### src/rtl/uart_rx_fifo_if.sv
// Handshake and CPU-side signal bundle for uart_rx_fifo.
// slave = FIFO side, master = uart_rx / CPU bus side.
interface uart_rx_fifo_if #(
  parameter int DEPTH = 16
) ();
  logic [7:0]             rx_data;
  logic                   rx_data_ready;
  logic                   rx_clear;
  logic                   rd_strobe;
  logic                   clr_ovf;
  logic [7:0]             fifo_data;
  logic [$clog2(DEPTH):0] count;
  logic                   empty;
  logic                   full;
  logic                   ovf;
  logic                   irq_n;

  modport slave (
    input  rx_data, rx_data_ready, rd_strobe, clr_ovf,
    output rx_clear, fifo_data, count, empty, full, ovf, irq_n
  );

  modport master (
    output rx_data, rx_data_ready, rd_strobe, clr_ovf,
    input  rx_clear, fifo_data, count, empty, full, ovf, irq_n
  );
endinterface

### src/rtl/uart_rx_fifo.sv
// Receive FIFO between a uart_rx instance and a CPU data register: level handshake
// on the write side, synchronized falling-edge pop on the read side.
module uart_rx_fifo #(
  parameter int DEPTH  = 16,
  parameter int IRQ_EN = 1
) (
  input  logic          sys_clk,
  input  logic          RESET_n,
  uart_rx_fifo_if.slave bus
);
  localparam int           AW       = $clog2(DEPTH);
  localparam logic [AW:0]  FULL_CNT = (AW+1)'(DEPTH);
  localparam logic [0:0]   S_IDLE   = 1'b0;
  localparam logic [0:0]   S_ACK    = 1'b1;

  if (DEPTH < 2 || DEPTH > 256 || (DEPTH & (DEPTH - 1)) != 0) begin : g_bad_depth
    $error("uart_rx_fifo: DEPTH must be a power of 2 in 2..256");
  end

  logic [0:0]    state_q, state_d;
  logic          rx_clear_q, rx_clear_d;
  logic [AW-1:0] wr_ptr_q, wr_ptr_d;
  logic [AW-1:0] rd_ptr_q, rd_ptr_d;
  logic [AW:0]   count_q, count_d;
  logic          ovf_q, ovf_d;
  logic          irq_n_q, irq_n_d;
  // [0] metastable stage, [1] synchronized level, [2] history for edge detect
  logic [2:0]    rd_pipe_q, rd_pipe_d;
  logic [7:0]    mem [DEPTH];

  logic push, pop, ovf_set, full_w, empty_w;

  assign full_w  = (count_q == FULL_CNT);
  assign empty_w = (count_q == '0);

  always_comb begin
    state_d    = state_q;
    rx_clear_d = rx_clear_q;
    wr_ptr_d   = wr_ptr_q;
    rd_ptr_d   = rd_ptr_q;
    count_d    = count_q;
    push       = 1'b0;
    ovf_set    = 1'b0;
    rd_pipe_d  = {rd_pipe_q[1:0], bus.rd_strobe};

    // Pop fires once the CPU has finished reading, so the head byte stays put
    // for the whole bus cycle; ignored when there is nothing to pop.
    pop = rd_pipe_q[2] & ~rd_pipe_q[1] & ~empty_w;

    case (state_q)
      S_IDLE: begin
        if (bus.rx_data_ready) begin
          // full is the pre-pop value: a byte arriving on a freeing pop waits a cycle
          if (full_w) begin
            ovf_set = 1'b1;
          end else begin
            push       = 1'b1;
            rx_clear_d = 1'b1;
            state_d    = S_ACK;
          end
        end
      end
      S_ACK: begin
        if (!bus.rx_data_ready) begin
          rx_clear_d = 1'b0;
          state_d    = S_IDLE;
        end
      end
      default: begin
        rx_clear_d = 1'b0;
        state_d    = S_IDLE;
      end
    endcase

    if (push) wr_ptr_d = wr_ptr_q + AW'(1);
    if (pop)  rd_ptr_d = rd_ptr_q + AW'(1);

    case ({push, pop})
      2'b10:   count_d = count_q + (AW+1)'(1);
      2'b01:   count_d = count_q - (AW+1)'(1);
      default: count_d = count_q;
    endcase

    if (ovf_set)          ovf_d = 1'b1;
    else if (bus.clr_ovf) ovf_d = 1'b0;
    else                  ovf_d = ovf_q;

    irq_n_d = (IRQ_EN != 0) ? (count_d == '0) : 1'b1;
  end

  always_ff @(posedge sys_clk) begin
    if (!RESET_n) begin
      state_q    <= S_IDLE;
      rx_clear_q <= 1'b0;
      wr_ptr_q   <= '0;
      rd_ptr_q   <= '0;
      count_q    <= '0;
      ovf_q      <= 1'b0;
      irq_n_q    <= 1'b1;
      rd_pipe_q  <= '0;
    end else begin
      state_q    <= state_d;
      rx_clear_q <= rx_clear_d;
      wr_ptr_q   <= wr_ptr_d;
      rd_ptr_q   <= rd_ptr_d;
      count_q    <= count_d;
      ovf_q      <= ovf_d;
      irq_n_q    <= irq_n_d;
      rd_pipe_q  <= rd_pipe_d;
    end
  end

  // Storage is deliberately left out of reset.
  always_ff @(posedge sys_clk) begin
    if (RESET_n && push) mem[wr_ptr_q] <= bus.rx_data;
  end

  assign bus.fifo_data = mem[rd_ptr_q];
  assign bus.count     = count_q;
  assign bus.empty     = empty_w;
  assign bus.full      = full_w;
  assign bus.ovf       = ovf_q;
  assign bus.irq_n     = irq_n_q;
  assign bus.rx_clear  = rx_clear_q;
endmodule

### src/flat_wrapper.sv
// flat-port wrapper written by rule: the top's interface ports become plain ports
module uart_rx_fifo_flat 
#(
  parameter int DEPTH  = 16,
  parameter int IRQ_EN = 1
)
  (sys_clk, RESET_n, bus_rx_data, bus_rx_data_ready, bus_rd_strobe, bus_clr_ovf, bus_rx_clear, bus_fifo_data, bus_count, bus_empty, bus_full, bus_ovf, bus_irq_n);
  uart_rx_fifo_if #(.DEPTH(DEPTH)) bus_i ();
  input  logic sys_clk;
  input  logic RESET_n;
  input wire logic [$bits(bus_i.rx_data)-1:0] bus_rx_data;
  input wire logic [$bits(bus_i.rx_data_ready)-1:0] bus_rx_data_ready;
  input wire logic [$bits(bus_i.rd_strobe)-1:0] bus_rd_strobe;
  input wire logic [$bits(bus_i.clr_ovf)-1:0] bus_clr_ovf;
  output wire logic [$bits(bus_i.rx_clear)-1:0] bus_rx_clear;
  output wire logic [$bits(bus_i.fifo_data)-1:0] bus_fifo_data;
  output wire logic [$bits(bus_i.count)-1:0] bus_count;
  output wire logic [$bits(bus_i.empty)-1:0] bus_empty;
  output wire logic [$bits(bus_i.full)-1:0] bus_full;
  output wire logic [$bits(bus_i.ovf)-1:0] bus_ovf;
  output wire logic [$bits(bus_i.irq_n)-1:0] bus_irq_n;
  assign bus_i.rx_data = bus_rx_data;
  assign bus_i.rx_data_ready = bus_rx_data_ready;
  assign bus_i.rd_strobe = bus_rd_strobe;
  assign bus_i.clr_ovf = bus_clr_ovf;
  assign bus_rx_clear = bus_i.rx_clear;
  assign bus_fifo_data = bus_i.fifo_data;
  assign bus_count = bus_i.count;
  assign bus_empty = bus_i.empty;
  assign bus_full = bus_i.full;
  assign bus_ovf = bus_i.ovf;
  assign bus_irq_n = bus_i.irq_n;
  uart_rx_fifo #(.DEPTH(DEPTH), .IRQ_EN(IRQ_EN)) u_core (.sys_clk(sys_clk), .RESET_n(RESET_n), .bus(bus_i));
endmodule
### config.mk
export PLATFORM = sky130hd
export DESIGN_NAME = uart_rx_fifo_flat
export DESIGN_NICKNAME = d
export VERILOG_FILES = /design/src/rtl/uart_rx_fifo_if.sv /design/src/rtl/uart_rx_fifo.sv /design/src/flat_wrapper.sv
export SDC_FILE = /design/constraint.sdc
export NUM_CORES = 1
export LEC_CHECK = 0
export BUFFER_PORTS_ARGS = -buffer_cell sky130_fd_sc_hd__buf_4
export CAP_MARGIN = 20
export CORE_ASPECT_RATIO = 1.5
export CORE_MARGIN = 5
export CORE_UTILIZATION = 52
export CTS_CLUSTER_DIAMETER = 50
export DETAILED_ROUTE_END_ITERATION = 8
export PLACE_DENSITY = 0.69
export SYNTH_ARGS = -nofsm -noshare
export SYNTH_HDL_FRONTEND = slang
export SYNTH_SLANG_ARGS = --single-unit
### constraint.sdc
create_clock -name sys_clk -period 4.6 [get_ports sys_clk]
set_clock_uncertainty 0.1 [all_clocks]
set_input_delay 0.69 -clock sys_clk [delete_from_list [all_inputs] [get_ports sys_clk]]
set_output_delay 0.69 -clock sys_clk [all_outputs]
set_load 0.03 [all_outputs]
### Yosys cells after proc, flatten, opt, wreduce, memory -nomap -nowiden

Memories as Yosys holds them, arrays and structs flattened. A register that Yosys moved wholly into a read port is not among the register bits.
Index checks and enable logic that the tools add are counted.

| storage, ports and cells | value |
|---|---|
| bits of input ports | 13 |
| flip-flop bits (word level) | 20 |
| memory bits (writable) | 128 |
| memories kept | 1 |
| output and inout bits | 18 |

Memory list:

| name | depth | bits a word | read ports | clocked after Yosys merged registers in | write ports | RTL line | text |
|---|---|---|---|---|---|---|---|
| u_core.mem | 16 | 8 | 1 | 1 | 1 | uart_rx_fifo.sv:29 | `logic [7:0] mem [DEPTH];` |

| cells by class | value |
|---|---|
| add/subtract/negate cells | 4 |
| bitwise operators | 5 |
| equality and inequality tests | 6 |
| reduce and logical (&&, ||, !) cells | 5 |
| muxes and demuxes | 19 |

Operators with widths:

| cell | number |
|---|---|
| $mux W1 | 14 |
| $logic_not A5 Y1 | 2 |
| $pmux W5 S2 | 1 |
| $add A4 B1 Y4 const B | 2 |
| $mux W4 | 2 |
| $ne A2 B2 Y1 const B | 3 |
| $add A5 B1 Y5 const B | 1 |
| $eq A5 B5 Y1 const B | 1 |
| $sub A5 B1 Y5 const B | 1 |
| $pmux W1 S2 | 2 |
| $not A1 Y1 | 3 |
| $reduce_and A3 Y1 | 1 |
| $and A1 B1 Y1 | 2 |
| $eq A2 B1 Y1 const B | 1 |
| $eq A2 B2 Y1 const B | 1 |
| $reduce_bool A2 Y1 | 1 |
| $logic_and A1 B1 Y1 | 1 |

### Depth between registers and ports, before layout

| logic depth | value |
|---|---|
| word-level depth | 7 |
| depth in mapped cells | 13 |
| depth with buffers taken out | 11 |

### Worst setup path after synthesis

Ideal clock, no wire load.

| timing path | value |
|---|---|
| path kind | register to register |
| start | reg u_core.count_q[1] (netlist: u_core.bus.count[1]) |
| end | reg u_core.irq_n_q (netlist: u_core.bus.irq_n) |
| data required time | 4.399 ns |
| slack | 1.584 ns |
| setup time | 0.101 ns |
| period minus slack after synthesis | 3.016 ns |
| data arrival time | 2.815 ns |
| cell stages (with the launch flop) | 14 |
| cell sequence | dfxtp_1 -> buf_2 -> nor4_4 -> a21oi_2 -> inv_1 -> ha_1 -> buf_4 -> xor2_1 -> ha_1 -> o21ai_0 -> a21oi_1 -> o32ai_2 -> xnor2_1 -> o41ai_1 |

| on the way | value |
|---|---|
| longest elaborated chain between the ends | 7 |
| elaborated cells on any way between the ends | 13 |
| those cells by class | 2 x add/sub; 3 x eq/ne; 4 x mux; 2 x bitwise; 2 x reduce/logical |

RTL lines:

| what | RTL line | text |
|---|---|---|
| start: declaration | uart_rx_fifo.sv:24 | `logic [AW:0] count_q, count_d;` |
| start signal: assignment | uart_rx_fifo.sv:106 | `count_q <= count_d;` |
| $eq A5 B5 Y1 | uart_rx_fifo.sv:33 | `assign full_w = (count_q == FULL_CNT);` |
| $mux W1 | uart_rx_fifo.sv:54 | `if (full_w) begin` |
| $mux W1 | uart_rx_fifo.sv:52 | `if (bus.rx_data_ready) begin` |
| $mux W1 | uart_rx_fifo.sv:50 | `case (state_q)` |
| $eq A2 B1 Y1 or $eq A2 B2 Y1 (tied branches) | uart_rx_fifo.sv:78 | `case ({push, pop})` |
| $pmux W5 S2 * | uart_rx_fifo.sv:78 |  |
| $logic_not A5 Y1 * | uart_rx_fifo.sv:88 | `irq_n_d = (IRQ_EN != 0) ? (count_d == '0) : 1'b1;` |
| end signal: assignment | uart_rx_fifo.sv:108 | `irq_n_q <= irq_n_d;` |
| end: declaration | uart_rx_fifo.sv:26 | `logic irq_n_q, irq_n_d;` |

Mark *: on every way between the ends. The rest lies on a longest branch, timed or not.
A chain may end at the register's enable or synchronous reset.

==> impl_metrics.env <==
export IMPL_gp_congestion=0.821
export IMPL_routed_wl_mm=11.6
export IMPL_whs_path_depth=1
export IMPL_diodes=0
export IMPL_grt_use_total=0.174
export IMPL_rsz0062_at_grt="no"
export IMPL_setup_viol=0
export IMPL_p_leak_nw=2.39
export IMPL_path_cells="mux4_1, mux4_2, buf_4"
export IMPL_ys_warn_count=0
export IMPL_ant_nets=0
export IMPL_initial_core_util=0.533
export IMPL_fin_area_um2=7100
export IMPL_timing_rr_end="u_core.bus.irq_n"
export IMPL_die_h_um=144
export IMPL_cts_root_buf="clkbuf_16"
export IMPL_ys_seq_elements=152
export IMPL_synth_cells=322
export IMPL_clk_path_buf_depth=2
export IMPL_grt_max_degree=33
export IMPL_worstSetupStartpointType="flop"
export IMPL_cp_required_ns=3.81
export IMPL_crit_type="reg -> out"
export IMPL_max_clock_freq_mhz=282
export IMPL_fp_dieW_um=99.0
export IMPL_core_area_um2=11600
export IMPL_cts_clk_slew_worst_paths_ns=0.06
export IMPL_syn_cell_area_um2=6180
export IMPL_synthArstFlopShare=0
export IMPL_cp_arrival_ns=2.75
export IMPL_ys_types=37
export IMPL_fin_crit_sh=0.770
export IMPL_fill_cells=821
export IMPL_hold_buffers=0
export IMPL_grt_ovfl_total=0
export IMPL_drive_gt1_frac=0.214
export IMPL_synth_area_leaders="edfxtp_1 62%, mux4_1 12%, dfxtp_1 7.8%, mux4_2 4.4%, ha_1 1.8%"
export IMPL_ys_flop_type="edfxtp_1"
export IMPL_cts_resized=0
export IMPL_yosysTopAreaCell="edfxtp_1"
export IMPL_ys_seq_area_frac=0.700
export IMPL_firstDrtPassIters=4
export IMPL_dpl_instance_area_um2=6520
export IMPL_critPathMaxStageDelay_ns=0.96
export IMPL_holdPathEnd="u_core.rd_pipe_q[1]"
export IMPL_status="complete, no violations"
export IMPL_tns_ns=0
export IMPL_worstHoldStart="u_core.rd_pipe_q[0]"
export IMPL_finalHoldViolCount=0
export IMPL_synth_edf_count=128
export IMPL_nNetsFinal=379
export IMPL_period_minus_slack_ns=3.54
export IMPL_avgSynthCellArea_um2=19.2
export IMPL_max_slew_margin=0.211
export IMPL_tightestPinTransition_ns=1.18
export IMPL_fin_util=0.613
export IMPL_htree_levels=4
export IMPL_yosys_area_top_type_share=0.622
export IMPL_postCtsSetupRepairBufs=0
export IMPL_critPathMaxFanout=32
export IMPL_rr_startpoint="u_core.bus.count[1]"
export IMPL_cap_violations=0
export IMPL_drv_slew=0
export IMPL_synth_most_common_cell="edfxtp_1"
export IMPL_cp_slowest_cell="dfxtp_2"
export IMPL_dpl_worst_slack_ns=1.36
export IMPL_power_density_nw_per_um2=422
export IMPL_vias=3001
export IMPL_grt_pass1_vias=3214
export IMPL_crit_cells=3
export IMPL_row_count=48
export IMPL_crit_buf_inv=1
export IMPL_hold_class="reg -> reg"
export IMPL_die_area_um2=14200
export IMPL_r2r_cells=10
export IMPL_cts_tree="done"
export IMPL_rrSetupSlack_ns=1.35
export IMPL_drc=0
export IMPL_via_per_inst=5.78
export IMPL_ioPinCount=31
export IMPL_post_dp_hpwl_mm=7.51
export IMPL_grt_pass1_wl_mm=17.9
export IMPL_worst_skew_pair_late_latency_ns=0.40
export IMPL_worst_setup_path_end_kind="primary output"
export IMPL_fin_ws_ns=1.06
export IMPL_whs_ns=0.343
export IMPL_port_buffer_count=30
export IMPL_synth_net_count=344
export IMPL_drt_initial_drc_count=165
export IMPL_area_growth_pct=14.9
export IMPL_path_delay_family="multiplexers"
export IMPL_ir_drop_v=0.000280
export IMPL_clock_sinks=152
export IMPL_antenna_found_initial=0
export IMPL_numCtsBuffers=17
export IMPL_ys_top_cells_by_count="128 x edfxtp_1, 28 x mux4_1, 24 x dfxtp_1"
export IMPL_post_drt_wl_per_cell_um=22.3
==> layout by cell type, fill, tap and decap left out, types with 2 or more instances in the layout <==
| cell | n |
|---|---|
| buf_4 | 32 |
| clkbuf_16 | 17 |
| nand3_1 | 5 |
| xor2_1 | 2 |
| clkinvlp_4 | 2 |
| nor2b_1 | 5 |
| o21ai_0 | 2 |
| inv_1 | 9 |
| nand2_1 | 8 |
| o22ai_1 | 2 |
| mux4_2 | 12 |
| bufinv_16 | 3 |
| and2_1 | 15 |
| nand2b_1 | 6 |
| mux4_1 | 28 |
| clkinv_1 | 2 |
| nor3_2 | 2 |
| nor3_1 | 3 |
| a21oi_1 | 6 |
| clkinv_2 | 3 |
| xnor2_1 | 9 |
| mux2i_1 | 3 |
| nand4_1 | 3 |
| nor2_1 | 14 |
| edfxtp_1 | 128 |
| inv_6 | 2 |
| dfxtp_1 | 22 |
| ha_1 | 9 |
| dfxtp_2 | 2 |
==> kinds of logic (layout without fill, tap and decap cells) <==
family / after synthesis / in the layout / share of synthesized area
DFF: 152 / 152 / 0.700
and+or+nand+nor: 65 / 65 / 0.0585
muxes: 43 / 43 / 0.168
AOI/OAI and AO/OA: 17 / 17 / 0.0186
xor gates and xnor gates: 11 / 11 / 0.0156
adders and majority gates: 9 / 9 / 0.0182
buffers and inverters: 25 / 72 / 0.0217
==> per-layer routing <==
metal  GRT usage  vias up  part of all wire
met5           0        -                 0
met4      0.0612        0             0.014
met3      0.0418       14             0.050
met2       0.311      100              0.55
met1       0.205     1523              0.39
li1            -     1364                 -
==> state kept, by name, summed over array words and instances, names as in the netlist, named ones only <==
name	count
u_core.bus.ovf	1
u_core.rd_ptr_q	4
u_core.rd_pipe_q	3
u_core.bus.rx_clear	1
u_core.wr_ptr_q	4
u_core.bus.count	5
u_core.mem	128
u_core.state_q	1
u_core.bus.irq_n	1
==> report_power, final <==
| group | switching, mW | internal [mW] |
|---|---|---|
| registers | 0.0137 | 1.51 |
| clock network | 0.509 | 0.847 |
| logic | 0.0702 | 0.0506 |
| total | 0.593 | 2.40 |
==> worst max path at each step <==
stage | slack, ns | endpoint
after floorplan | 1.58 | u_core.bus.irq_n
after global placement | 1.41 | u_core.bus.irq_n
after detailed placement | 1.36 | u_core.bus.irq_n
after CTS | 1.00 | bus_fifo_data[4]
after global routing | 0.93 | bus_fifo_data[1]
final | 1.06 | bus_fifo_data[4]
==> stage by stage <==
stage	total power, mW	cells
floorplan	1.62	322
global route	3.10	519
global placement	1.67	488
CTS	3.02	519
detailed placement	1.67	488
finish	3.00	519
==> layout make-up <==
cell class	count	area (um^2)	area share
sequential	152	4330	0.609
multi-input combinational	145	1730	0.244
clock buffer	18	429	0.0604
timing repair buffer	32	240	0.0338
tap	150	188	0.0264
clock inverter	13	154	0.0217
inverter	9	33.8	0.00476
==> worst reg2reg max path, delay by kind of cell (launching register included) <==
| family | cells | cell delay (ns) |
|---|---|---|
| compound gates | 5 | 1.35 |
| fa+ha+maj | 2 | 0.74 |
| flops | 1 | 0.59 |
| xor+xnor | 2 | 0.25 |
| simple gates | 1 | 0.13 |
Note: power is estimated with default switching activity, not from simulation.
